### src/rtl/universal_shift_reg_n.sv
// Universal shift register: hold, shifts, rotates, arithmetic shift, load, plus multi-step burst.
// Latency: single ops take effect at the next edge; a burst of k steps completes k edges after acceptance.
module universal_shift_reg_n #(
    parameter int WIDTH = 8,
    parameter int AMT_W = $clog2(WIDTH) + 1
) (
    input  logic             clk,
    input  logic             rst,
    input  logic             en,
    input  logic [2:0]       mode,
    input  logic             ser_in_r,
    input  logic             ser_in_l,
    input  logic [WIDTH-1:0] par_in,
    input  logic             start,
    input  logic [AMT_W-1:0] amt,
    output logic [WIDTH-1:0] q,
    output logic             ser_out,
    output logic             busy,
    output logic             done
);

    localparam logic [2:0] M_SHR  = 3'b001;
    localparam logic [2:0] M_SHL  = 3'b010;
    localparam logic [2:0] M_LOAD = 3'b011;
    localparam logic [2:0] M_ROR  = 3'b100;
    localparam logic [2:0] M_ROL  = 3'b101;
    localparam logic [2:0] M_ASR  = 3'b110;

    logic [2:0]       mode_lat;
    logic [AMT_W-1:0] count;
    logic [2:0]       op_mode;
    logic [WIDTH-1:0] q_nxt;
    logic             so_nxt;
    logic             step_mode;

    // While busy the latched burst mode drives the datapath; live mode is ignored.
    always_comb begin
        op_mode = busy ? mode_lat : mode;
        q_nxt   = q;
        so_nxt  = ser_out;
        case (op_mode)
            M_SHR:  begin q_nxt = {ser_in_r, q[WIDTH-1:1]};   so_nxt = q[0];       end
            M_SHL:  begin q_nxt = {q[WIDTH-2:0], ser_in_l};   so_nxt = q[WIDTH-1]; end
            M_LOAD: begin q_nxt = par_in;                                          end
            M_ROR:  begin q_nxt = {q[0], q[WIDTH-1:1]};       so_nxt = q[0];       end
            M_ROL:  begin q_nxt = {q[WIDTH-2:0], q[WIDTH-1]}; so_nxt = q[WIDTH-1]; end
            M_ASR:  begin q_nxt = {q[WIDTH-1], q[WIDTH-1:1]}; so_nxt = q[0];       end
            default: ;
        endcase
    end

    always_comb begin
        step_mode = (mode == M_SHR) || (mode == M_SHL) || (mode == M_ROR) ||
                    (mode == M_ROL) || (mode == M_ASR);
    end

    always_ff @(posedge clk or posedge rst) begin
        if (rst) begin
            q        <= '0;
            ser_out  <= 1'b0;
            busy     <= 1'b0;
            done     <= 1'b0;
            count    <= '0;
            mode_lat <= 3'b000;
        end else begin
            done <= 1'b0;
            if (busy) begin
                q       <= q_nxt;
                ser_out <= so_nxt;
                count   <= count - AMT_W'(1);
                if (count == AMT_W'(1)) begin
                    busy <= 1'b0;
                    done <= 1'b1;
                end
            end else if (start && step_mode) begin
                // Acceptance edge: latch only, q is untouched until the first step.
                mode_lat <= mode;
                count    <= amt;
                if (amt == '0) begin
                    done <= 1'b1;
                end else begin
                    busy <= 1'b1;
                end
            end else if (en) begin
                q       <= q_nxt;
                ser_out <= so_nxt;
            end
        end
    end

endmodule

### config.mk
export PLATFORM = sky130hd
export DESIGN_NAME = universal_shift_reg_n
export DESIGN_NICKNAME = d
export VERILOG_FILES = /design/src/rtl/universal_shift_reg_n.sv
export SDC_FILE = /design/constraint.sdc
export NUM_CORES = 1
export LEC_CHECK = 0
export ABC_AREA = 1
export CAP_MARGIN = 10
export CORE_MARGIN = 4
export CORE_UTILIZATION = 45
export CTS_BUF_LIST = sky130_fd_sc_hd__clkbuf_4
export DETAILED_ROUTE_END_ITERATION = 16
export DONT_BUFFER_PORTS = 1
export GPL_TIMING_DRIVEN = 0
export PLACE_DENSITY_LB_ADDON = 0.2
export SLEW_MARGIN = 20
export SYNTH_ARGS = -nofsm -noshare
export SYNTH_HDL_FRONTEND = slang
export SYNTH_SLANG_ARGS = --single-unit
export TNS_END_PERCENT = 100
### constraint.sdc
create_clock -name clk -period 1.69 [get_ports clk]
set_input_delay 0.169 -clock clk [delete_from_list [all_inputs] [get_ports clk]]
set_output_delay 0.169 -clock clk [all_outputs]
set_load 0.02 [all_outputs]
==> results.py <==
metrics = {
    "power": {
        "netSwitchingPower_mw": 1.94,
        "internal_power_mw": 1.54,
        "combPwrFrac": 0.662,
        "finalPower_mw": 3.48,
        "p_per_area_nw_per_um2": 2420,
        "irDropWorstVdd_mv": 1.01,
        "power_frac_clock": 0.062,
        "leakagePower_nw": 0.751,
        "seqPwrFrac": 0.277,
        "switching_share": 0.557,
    },
    "synth": {
        "synth_top_cell_by_area": "dfrtp_1",
        "yosys.area.top_type_share": 0.330,
        "netlist_top_cells_area": "dfrtp_1 33%, nand2_1 17%, nand2_4 9.9%, nand2_2 5.5%, nand3_1 5.1%",
        "ys_seq_area_frac": 0.330,
        "syn_avg_cell_area_um2": 7.42,
        "ys_warn_count": 0,
        "ys_types": 24,
        "netlist_instances": 184,
        "syn_nets": 207,
        "ys_seq_elements": 18,
        "synth.cell_area_um2": 1370,
    },
    "global_route": {
        "track_usage": 0.159,
        "overflow": 0,
        "grt_max_degree": 19,
        "grt_pass1_vias": 1174,
        "antenna_found_initial": 0,
        "grt_pass1_wl_um": 5090,
    },
    "setup_path": {
        "path_buf_inv": 3,
        "cpPeakStageDelay_ns": 0.50,
        "r2r_cells": 11,
        "rrSetupSlack_ns": 0.13,
        "cp_cell_sequence": "inv_2 > buf_6 > nand2_8 > nand2_8 > nand2_4 > nand2_4 > nand3_4 > nand2_4 > inv_6 > nor2_1 > nor2_1",
        "critical_path.slowest_cell": "dfrtp_1",
        "worstPathRequired_ns": 1.89,
        "cp_common_cell": "nand2_4",
        "criticalPathCategory": "register to register",
        "worstReg2RegStart": "busy",
        "critPathMaxFanout": 10,
        "critPathTopFamily": "simple AND/OR/NAND/NOR gates",
        "cp-end-kind": "register",
        "cp-start-kind": "register",
        "cp_data_arrival_time_ns": 1.76,
        "rr_endpoint": "q[5]",
    },
    "place": {
        "numPortBuffers": 0,
        "gp_congestion": 0.840,
        "hpwlAfterDp_um": 2360,
    },
    "timing": {
        "period_share": 0.926,
        "fin_worst_skew_ns": 0.00515,
        "finalSetupTns_ns": 0,
        "slew_viol_final": 0,
        "fin_crit_ns": 1.56,
        "rsz0062_at_grt": "no",
        "setup_violations": 0,
        "hold_violations": 0,
        "maxClockFrequency_ghz": 0.639,
        "maxSlewHeadroom": 0.549,
        "worst_slew_pin_slew_ns": 0.675,
    },
    "route": {
        "drt_wl_total_um": 2890,
        "drtPass1Iterations": 4,
        "wl_per_cell_um": 13.2,
        "via_per_inst": 5.32,
        "drt-initial-drc-count": 40,
        "antenna_left": 0,
        "drc": 0,
        "num_vias": 1164,
    },
    "cts": {
        "post_cts_buffers": 0,
        "hold_buffers": 1,
        "cts_root_buffer": "clkbuf_4",
        "clk_pin_slew_worst_paths_ns": 0.10,
        "ctsResizeCount": 0,
        "cts_sinks": 18,
        "cts_tree": "yes",
        "htreeDepth": 1,
        "insertion_delay_ns": 0.29,
        "cts.path.max_buffers": 2,
        "cts_buffers": 3,
    },
    "floorplan": {
        "rows": 19,
        "die_w_um": 63.1,
        "dieArea_um2": 3980,
        "die_h_um": 63.1,
        "start_util": 0.483,
        "io_pins": 32,
        "core_um2": 2830,
    },
    "run_status": {
        "status": "finished, final reports clean",
    },
    "hold_path": {
        "hold_class": "input pin to register",
        "worst_hold_path.endpoint": "mode_lat[2]",
        "min-delay-start": "mode[2]",
        "hold_path_depth": 2,
    },
    "finish": {
        "layout_common_cells": "62 x nand2_1, 18 x inv_1, 18 x dfrtp_1, 16 x nor2_1, 14 x nand3_1",
        "nets": 213,
        "drive_gt1_frac": 0.223,
        "final_common_cell": "nand2_1",
        "antenna-diode-count": 0,
        "area_growth_syn_to_layout_pct": 5.22,
    },
    "flow_run": {
        "drv_cap": 0,
    },
}
flip-flops by register name, indices dropped and copies added (netlist names):
| register | count |
|---|---|
| busy | 1 |
| count | 4 |
| done | 1 |
| mode_lat | 3 |
| q | 8 |
| ser_out | 1 |
area by class of cell:
| type | instances | area (um^2) |
|---|---|---|
| buffer | 3 | 27.5 |
| sequential | 18 | 450 |
| tap | 31 | 38.8 |
| multi-input combinational | 142 | 803 |
| clock buffer | 3 | 22.5 |
| inverter | 21 | 83.8 |
| timing repair buffer | 1 | 10.0 |
| fill | 293 | 1390 |
worst max path at each step:
stage               startpoint  endpoint  slack [ns]  cells past startpoint
global route              busy      q[6]        0.01                     11
global placement          busy      q[5]        0.16                     11
detailed placement        busy      q[5]        0.12                     11
floorplan                 busy      q[5]        0.27                     11
CTS                       busy      q[5]        0.11                     11
finish                    busy      q[5]        0.13                     11
cells in the mapped netlist:
master	n
or2_2	1
nand3_4	2
a21oi_1	4
o21ai_1	2
inv_1	18
nand2_8	2
o221ai_1	1
ha_1	2
nand2_2	12
inv_6	1
nand3_2	3
nor2_1	16
o41ai_1	1
nor2_2	1
nand2_4	12
inv_2	2
nand2_1	62
nand4_1	2
nand3_1	14
o21ai_0	4
buf_2	1
a21boi_1	1
buf_6	2
dfrtp_1	18
power by group through the flow:
stage	Combinational, mW	Sequential (mW)	Clock [mW]
after floorplan	1.96	0.924	0
after global placement	2.24	0.965	0
after detailed placement	2.33	0.973	0
after CTS	2.33	0.965	0.218
after global routing	2.59	0.991	0.250
final	2.30	0.962	0.214
metrics by stage:
stage	util	std cells	setup WS, ns	hold WS (ns)	area [um^2]
final	0.508	219	0.126	0.000804	1440
after floorplan	-	184	0.270	0.108	1370
after detailed placement	0.496	215	0.120	0.207	1400
after CTS	0.508	219	0.110	0.000437	1440
after global placement	0.496	215	0.158	0.204	1400
after global routing	0.508	219	0.0150	0.00119	1440
cells by family after synthesis:
group	Yosys count	share of synthesized area
buffers and inverters	24	0.0816
adders and majority gates	2	0.0183
DFF	18	0.330
AOI/OAI and AO/OA	13	0.0550
and+or+nand+nor	127	0.515
worst register-to-register path, stage by stage (launching register included):
cell	delay, ns
dfrtp_1	0.50
inv_2	0.11
buf_6	0.17
nand2_8	0.07
nand2_8	0.08
nand2_4	0.06
nand2_4	0.07
nand3_4	0.08
nand2_4	0.12
inv_6	0.05
nor2_1	0.10
nor2_1	0.06
routing by layer:
metal	track usage	wire [um]	up-vias
li1	-	-	585
met1	0.185	1270	543
met2	0.287	1430	31
met3	0.0284	147	5
met4	0.0579	39	0
met5	0	0	-
Power figures use the tool's default switching activity.
